<file path="src/rtl/dst_axis_packer.sv">
// dst_axis_packer
// Packs a 24-bit RGB888 pixel stream into a byte-packed 32-bit AXI-Stream,
// checking line length and counting lines to mark frame boundaries.
//
// Ports:
//   clk, rst            single clock, synchronous active-high reset
//   s_axis_*            pixel input (tdata[7:0] is the first byte), user = frame start
//   m_axis_*            packed word output (lane 0 = oldest byte), user = first word of frame
//   line_err            sticky: dropped pixel, mid-frame restart, or line length mismatch
//   frame_done          one-cycle pulse when the last word of a frame is taken
//   err_cnt             (only with DST_PACKER_ERR_CNT_EN) saturating error event count
//
// Optional feature macro: DST_PACKER_ERR_CNT_EN
module dst_axis_packer #(
  parameter int DST_IMG_WIDTH  = 3840,
  parameter int DST_IMG_HEIGHT = 2160
) (
  input  logic        clk,
  input  logic        rst,
  input  logic        s_axis_tvalid,
  output logic        s_axis_tready,
  input  logic [23:0] s_axis_tdata,
  input  logic        s_axis_tlast,
  input  logic        s_axis_user,
  output logic        m_axis_tvalid,
  input  logic        m_axis_tready,
  output logic [31:0] m_axis_tdata,
  output logic [3:0]  m_axis_tkeep,
  output logic        m_axis_tlast,
  output logic        m_axis_user,
  output logic        line_err,
  output logic        frame_done
`ifdef DST_PACKER_ERR_CNT_EN
  ,
  output logic [15:0] err_cnt
`endif
);

  localparam int PW = (DST_IMG_WIDTH  > 1) ? $clog2(DST_IMG_WIDTH)  : 1;
  localparam int LW = (DST_IMG_HEIGHT > 1) ? $clog2(DST_IMG_HEIGHT) : 1;
  localparam logic [PW-1:0] PIX_LAST  = PW'(DST_IMG_WIDTH - 1);
  localparam logic [LW-1:0] LINE_LAST = LW'(DST_IMG_HEIGHT - 1);

  typedef enum logic [1:0] {IDLE, RUN, FLUSH} state_t;

  typedef struct packed {
    logic [31:0] data;
    logic [3:0]  keep;
    logic        last;
    logic        user;
    logic        fend;   // last word of the frame
  } word_t;

  state_t        state, state_d;
  word_t         out_q, word_d;
  logic          out_vld;
  logic [1:0]    res_cnt, res_d, res_b;
  logic [23:0]   res_buf, buf_d;
  logic [PW-1:0] pix_cnt, pix_d, pix_b;
  logic [LW-1:0] line_cnt, line_d, line_b;
  logic          user_pend, upend_d, upend_b;
  logic          flush_fend, ffend_d;
  logic          line_err_q;
  logic          out_free, acc, fstart, frame_last, ld, err_evt;
  logic [47:0]   cat;
  logic [2:0]    total;

  assign out_free      = !out_vld || m_axis_tready;
  assign s_axis_tready = out_free && (state != FLUSH);
  assign acc           = s_axis_tvalid && s_axis_tready;

  always_ff @(posedge clk) begin
    if (rst) state <= IDLE;
    else     state <= state_d;
  end

  always_comb begin
    state_d = state;
    res_d   = res_cnt;
    buf_d   = res_buf;
    pix_d   = pix_cnt;
    line_d  = line_cnt;
    upend_d = user_pend;
    ffend_d = flush_fend;
    ld      = 1'b0;
    word_d  = '0;
    err_evt = 1'b0;
    // A frame-start pixel restarts packing and counting from scratch.
    fstart     = acc && s_axis_user;
    res_b      = fstart ? 2'd0 : res_cnt;
    pix_b      = fstart ? '0 : pix_cnt;
    line_b     = fstart ? '0 : line_cnt;
    upend_b    = fstart | user_pend;
    frame_last = (line_b == LINE_LAST);
    // Residual bytes sit low, the new pixel is appended above them.
    cat   = {24'd0, (res_b == 2'd0) ? 24'd0 : res_buf} |
            ({24'd0, s_axis_tdata} << {res_b, 3'b000});
    total = {1'b0, res_b} + 3'd3;

    if (state == FLUSH) begin
      if (out_free) begin
        ld          = 1'b1;
        word_d.data = {8'd0, res_buf};
        word_d.keep = (4'd1 << res_cnt) - 4'd1;
        word_d.last = 1'b1;
        word_d.user = user_pend;
        word_d.fend = flush_fend;
        upend_d     = 1'b0;
        res_d       = 2'd0;
        buf_d       = '0;
        state_d     = flush_fend ? IDLE : RUN;
      end
    end else if (acc) begin
      if (state == IDLE && !s_axis_user) begin
        err_evt = 1'b1;                        // no frame open: drop
      end else begin
        if (state == RUN && s_axis_user) err_evt = 1'b1;
        if (total[2]) begin
          ld          = 1'b1;
          word_d.data = cat[31:0];
          word_d.keep = 4'hF;
          word_d.user = upend_b;
          upend_d     = 1'b0;
          res_d       = total[1:0];            // total - 4
          buf_d       = {8'd0, cat[47:32]};
        end else begin
          res_d   = 2'd3;
          buf_d   = cat[23:0];
          upend_d = upend_b;
        end
        if (s_axis_tlast) begin
          if (pix_b != PIX_LAST) err_evt = 1'b1;
          pix_d  = '0;
          line_d = frame_last ? '0 : line_b + 1'b1;
          if (res_d != 2'd0) begin
            state_d = FLUSH;
            ffend_d = frame_last;
          end else begin
            word_d.last = 1'b1;
            word_d.fend = frame_last;
            state_d     = frame_last ? IDLE : RUN;
          end
        end else begin
          if (pix_b == PIX_LAST) err_evt = 1'b1;
          pix_d   = pix_b + 1'b1;
          state_d = RUN;
        end
      end
    end
  end

  always_ff @(posedge clk) begin
    if (rst) begin
      out_q      <= '0;
      out_vld    <= 1'b0;
      res_cnt    <= 2'd0;
      res_buf    <= '0;
      pix_cnt    <= '0;
      line_cnt   <= '0;
      user_pend  <= 1'b0;
      flush_fend <= 1'b0;
      line_err_q <= 1'b0;
    end else begin
      if (ld) begin
        out_q   <= word_d;
        out_vld <= 1'b1;
      end else if (m_axis_tready) begin
        out_vld <= 1'b0;
      end
      res_cnt    <= res_d;
      res_buf    <= buf_d;
      pix_cnt    <= pix_d;
      line_cnt   <= line_d;
      user_pend  <= upend_d;
      flush_fend <= ffend_d;
      line_err_q <= line_err_q | err_evt;
    end
  end

`ifdef DST_PACKER_ERR_CNT_EN
  always_ff @(posedge clk) begin
    if (rst)                                err_cnt <= 16'd0;
    else if (err_evt && err_cnt != 16'hFFFF) err_cnt <= err_cnt + 16'd1;
  end
`endif

  assign m_axis_tvalid = out_vld;
  assign m_axis_tdata  = out_q.data;
  assign m_axis_tkeep  = out_q.keep;
  assign m_axis_tlast  = out_q.last;
  assign m_axis_user   = out_q.user;
  assign line_err      = line_err_q;
  assign frame_done    = out_vld && m_axis_tready && out_q.fend;

endmodule

</file>
<file path="config.mk">
export PLATFORM = sky130hd
export DESIGN_NAME = dst_axis_packer
export DESIGN_NICKNAME = d
export VERILOG_FILES = /design/src/rtl/dst_axis_packer.sv
export SDC_FILE = /design/constraint.sdc
export NUM_CORES = 1
export LEC_CHECK = 0
export ABC_AREA = 1
export BUFFER_PORTS_ARGS = -buffer_cell sky130_fd_sc_hd__buf_4
export CORE_ASPECT_RATIO = 0.5
export CORE_MARGIN = 3
export CORE_UTILIZATION = 58
export CTS_CLUSTER_SIZE = 20
export DETAILED_ROUTE_END_ITERATION = 6
export GPL_TIMING_DRIVEN = 0
export PLACE_DENSITY = 0.8
export SYNTH_ARGS = -nofsm -noshare
export SYNTH_HDL_FRONTEND = slang
export SYNTH_SLANG_ARGS = --single-unit
</file>
<file path="constraint.sdc">
create_clock -name clk -period 3.5 [get_ports clk]
set_clock_uncertainty 0.2 [all_clocks]
set_input_delay 0.35 -clock clk [delete_from_list [all_inputs] [get_ports clk]]
set_output_delay 0.35 -clock clk [all_outputs]
set_load 0.01 [all_outputs]
</file>
======== After elaboration in Yosys (flattened, before gate mapping) ========
Cells that the tools add are included.
word-level totals
  register bits after elaboration ......... 95
  latch bits .............................. 0
  memory bits (writable) .................. 0
  bits in read-only memories .............. 0
  bits of input ports ..................... 30
  output and inout bits ................... 42
  logic and storage cells ................. 108
  memories kept ........................... 0
operators by class
  add/subtract/negate cells ............... 4
  multiply operators ...................... 0
  divide/modulo/power cells ............... 0
  magnitude comparators ................... 0
  eq/ne operators ......................... 8
  shift operators ......................... 2
  muxes and demuxes ....................... 56
  bitwise logic cells ..................... 5
  reduce and logical (&&, ||, !) cells .... 19
operators with widths
  cell                                                                   number
  24-bit two-way mux                                                     6
  39-bit two-way mux                                                     3
  12-bit two-way mux                                                     4
  24-bit by 48-bit OR with 48-bit output                                 1
  24-bit by 5-bit << shifter with 48-bit output                          1
  36-bit two-way mux                                                     1
  31-bit two-way mux                                                     1
  2-bit two-way mux                                                      15
  1-bit two-way mux                                                      26
  12-bit by 1-bit adder with 12-bit output, second input constant        2
  12-bit equality test, second input constant                            2
  12-bit != test, second input constant                                  1
  1-bit logical AND                                                      7
  2-bit != test, second input constant                                   3
  3-bit AND reduction                                                    2
  2-bit nonzero test                                                     3
  5-bit AND reduction                                                    1
  2-bit zero test                                                        2
  4-bit AND reduction                                                    1
  1-bit by 2-bit << shifter with 4-bit output, first input constant      1
  4-bit by 1-bit subtractor with 4-bit output, second input constant     1
  2-bit by 2-bit adder with 3-bit output, second input constant          1
  2-bit by 1-bit equality test with 1-bit output, second input constant  1
  2-bit equality test, second input constant                             1
  other kinds (4)                                                        7

======== Logic depth before layout (Yosys ltp) ========
  depth in word-level cells ............... 17
  mapped depth ............................ 15
  depth with buffers taken out ............ 13

======== Worst setup path before layout ========
Ideal clock, no wire load.
  kind .................................... in2reg
  start point ............................. in m_axis_tready
  end point ............................... reg out_q, in the netlist m_axis_tdata[20]
  arrival time ............................ 2.173 ns
  required time ........................... 3.172 ns
  slack ................................... 0.999 ns
  stages on the path ...................... 12
  buffers on the path ..................... 3
  cells stage by stage .................... inv_1 -> nand2_2 -> nand4_4 -> nand2_2 -> buf_2 -> buf_2 -> ha_1 -> clkbuf_1 -> o22ai_1 -> o21bai_1 -> a21oi_1 -> nor2_1
on the way
  word-level cells in the longest chain between the ends .. 12
  elaborated cells between the ends (all ways) .. 20
  classes of those cells .................. add/sub: 1; shift: 1; mux: 12; bitwise: 1; reduce/logical: 5
RTL lines
  what                                                                                    RTL line  RTL
  start: declaration                                                                      26        input logic m_axis_tready,
  1-bit logical OR (*)                                                                    68        assign out_free = !out_vld || m_axis_tready;
  branches (longest 11 deep; another with 24-bit by 5-bit << shifter with 48-bit output)  -
  end signal: assignment                                                                  165       out_q <= word_d;
  end: declaration                                                                        55        word_t out_q, word_d;
Mark *: on every way between the ends.
A chain may end at the register's enable or synchronous reset.

======== Worst setup path in the final report ========
  start point ............................. reg state[0]
  end point ............................... reg out_q, in the netlist m_axis_tdata[22]
on the way
  word-level cells in the longest chain between the ends .. 12
  elaborated cells between the ends (all ways) .. 21
  classes of those cells .................. add/sub: 1; eq/ne: 2; shift: 1; mux: 10; bitwise: 1; reduce/logical: 6
RTL lines
  what                                                                                    RTL line  RTL
  start: declaration                                                                      54        state_t state, state_d;
  start signal: assignment                                                                74        else state <= state_d;
  branches (longest 12 deep; another with 24-bit by 5-bit << shifter with 48-bit output)  -
Several ways; the timed one is not identified.

==> impl_metrics.env <==
export IMPL_r2r_start="state[0]"
export IMPL_finalSetupTns_ns=0
export IMPL_maxCapViolations=0
export IMPL_nets=916
export IMPL_slew_headroom_pct=53.37
export IMPL_ys_ff_latch=95
export IMPL_drt_total_wl_um=15540
export IMPL_seq_area_mm2=0.001902
export IMPL_hold_start="s_axis_tdata[7]"
export IMPL_core_mm2=0.008859
export IMPL_grt_pass1_wl_um=24800
export IMPL_grt_max_degree=16
export IMPL_grt_pass1_vias=5070
export IMPL_hold_class="in -> reg"
export IMPL_avgRoutedWirePerCell_um=15.47
export IMPL_die_h_um=74.15
export IMPL_crit_path_max_fanout=10
export IMPL_antenna_cells=0
export IMPL_ir_drop_uv=251.6
export IMPL_die_area_mm2=0.01055
export IMPL_timing_fmax_ghz=0.3104
export IMPL_synth_top_cell_area_share_pct=35.30
export IMPL_synthArstFlopShare_pct=0
export IMPL_gr_usage_all_layers_pct=29.40
export IMPL_clk_latency_ns=0.35
export IMPL_clkTransAtPathRegs_ns=0.07
export IMPL_synth_flop_cell="dfxtp_1"
export IMPL_slew_viol_final=0
export IMPL_grt_busiest_layer="met2"
export IMPL_vias=5655
export IMPL_drive_above_1_share_pct=20.18
export IMPL_timing_final_crit_period_ns=3.222
export IMPL_use_met1_pct=39.44
export IMPL_worst_setup_path_end_kind="flop"
export IMPL_arrival_ns=3.23
export IMPL_ctsHtreeMaxLevel=3
export IMPL_cts_path_max_buffers=2
export IMPL_hold_buffers=0
export IMPL_place_area_mm2=0.006060
export IMPL_antenna_found_initial=0
export IMPL_ys_seq_area_share_pct=35.30
export IMPL_pwr_density_cell_mw_per_mm2=433.5
export IMPL_dp_hpwl_um=11360
export IMPL_fp_row_count=24
export IMPL_die_w_um=142.3
export IMPL_critical_path_class="reg -> reg"
export IMPL_syn_inst=801
export IMPL_cts_resized=0
export IMPL_via_per_inst=5.632
export IMPL_rsz0062_at_grt="false"
export IMPL_ys_top_cells_by_area="dfxtp_1, nand2_1, a21oi_1, buf_4, nand3_1"
export IMPL_start_kind="flop"
export IMPL_grt_met2_usage_pct=48.09
export IMPL_start_util_pct=60.82
export IMPL_post_cts_setup_buffers=0
export IMPL_yosysWarnings=0
export IMPL_cts_tree="done"
export IMPL_grt_ovfl_total=0
export IMPL_drtPass1Iterations=6
export IMPL_synth_edf_count=0
export IMPL_setup_worst_path_start="state[0]"
export IMPL_crit_required_ns=3.51
export IMPL_rrSetupSlack_ns=0.28
export IMPL_avgSynthCellArea_um2=6.726
export IMPL_root_buffer="clkbuf_16"
export IMPL_hold_violations=0
export IMPL_synthesis_nets=835
export IMPL_worstMarginPinSlew_ns=0.6995
export IMPL_dr_first_iter_drc_count=587
export IMPL_fin_area_mm2=0.006361
export IMPL_finalSetupViolCount=0
export IMPL_p_leak_uw=0.002730
export IMPL_multi_input_area_mm2=0.002715
export IMPL_grtUsageMet3_pct=7.129
export IMPL_synth_area_mm2=0.005388
export IMPL_fill_cells=749
export IMPL_period_share_pct=92.05
export IMPL_clock_sinks=95
export IMPL_io_pins=72
export IMPL_drc_errors=0
export IMPL_portBuffers=70
export IMPL_run_status="finished clean"
export IMPL_yosys_area_top_type="dfxtp_1"
export IMPL_netlist_cell_type_count=39
export IMPL_ant_nets=0
export IMPL_numCtsBuffers=9
export IMPL_place_gp_congestion=0.9536
export IMPL_syn_to_final_growth_pct=18.07
critical path: stages, from the launching register on:
cell and delay [ns]:
dfxtp_1 0.37, inv_2 0.07, nand2_4 0.11, nand4_4 0.17, nand2_2 0.20, buf_2 0.25, buf_2 0.29, ha_1 0.37
clkbuf_1 0.48, o22ai_1 0.13, o21bai_1 0.21, a21oi_1 0.16, nor2_1 0.06
report_power, final:
| part | switching [uW] | internal [uW] |
|---|---|---|
| Sequential | 34.4 | 1140 |
| Combinational | 371 | 211 |
| Clock | 427 | 577 |
per-layer routing:
layer | share of wire [%] | routed length, um | vias up
met1 | 44 | 6787 | 2603
met2 | 45 | 7038 | 276
li1 | - | - | 2752
met5 | 0 | 0 | -
met4 | 1.6 | 246 | 0
met3 | 9.4 | 1463 | 24
through the flow:
stage	power (uW)	hold slack [ns]	util [%]	instances	setup slack, ns
finish	2758	0.1440	71.81	1004	0.2781
detailed placement	1761	0.2402	68.40	988	0.3066
floorplan	1566	0.2438	-	801	0.9993
global placement	1752	0.2379	68.40	988	0.3084
CTS	2751	0.1407	71.81	1004	0.3500
global route	2871	0.1589	71.81	1004	0.09014
layout by cell type (no fill, tap or decap), types with 8 or more instances in the layout:
cell type  instances
a21oi_1           76
a31oi_1           15
buf_2             17
buf_4            109
clkbuf_1          17
clkbuf_16          9
dfxtp_1           95
inv_1             65
inv_2             13
nand2_1          222
nand3_1           49
nand4_1            9
nor2_1            61
nor3_1            11
o211ai_1          12
o21ai_0           30
o21bai_1           8
o22ai_1           14
final timing paths:
check | to | cells after the start
worst min register to register | line_err | 2
worst max-delay path | m_axis_tdata[22] | 12
worst max register to register | m_axis_tdata[22] | 12
worst min-delay path | m_axis_tdata[7] | 3
cell families after synthesis:
family / count (synthesis) / share of synthesized area (%)
XOR/XNOR: 3 / 0.4878
buffers and inverters: 154 / 14.31
flip-flops: 95 / 35.30
multiplexers: 3 / 0.5574
adder cells (fa/ha/maj): 4 / 0.9290
AO/OA/AOI/OAI: 169 / 17.97
AND/OR/NAND/NOR: 373 / 30.45
synthesized netlist by cell type, types with 12 or more instances:
library cell,number
a21oi_1,76
a31oi_1,15
buf_2,17
buf_4,39
clkbuf_1,15
dfxtp_1,95
inv_1,65
inv_2,13
nand2_1,222
nand3_1,49
nor2_1,61
o211ai_1,12
o21ai_0,30
o22ai_1,14
final cells by class:
cell class | count | area share (%)
buffer | 75 | 7.415
clock buffer | 12 | 3.875
clock inverter | 4 | 0.8655
inverter | 79 | 4.701
multi-input combinational | 552 | 42.68
sequential | 95 | 29.90
tap | 117 | 2.301
timing repair buffer | 70 | 8.261
sequential cells by signal, summed over array words and instances, names as in the netlist, 2 cells and up:
name	cells
res_cnt	2
m_axis_tdata	32
res_buf	24
pix_cnt	12
m_axis_tkeep	4
line_cnt	12
state	2
Note: power is estimated with default switching activity, not from simulation.
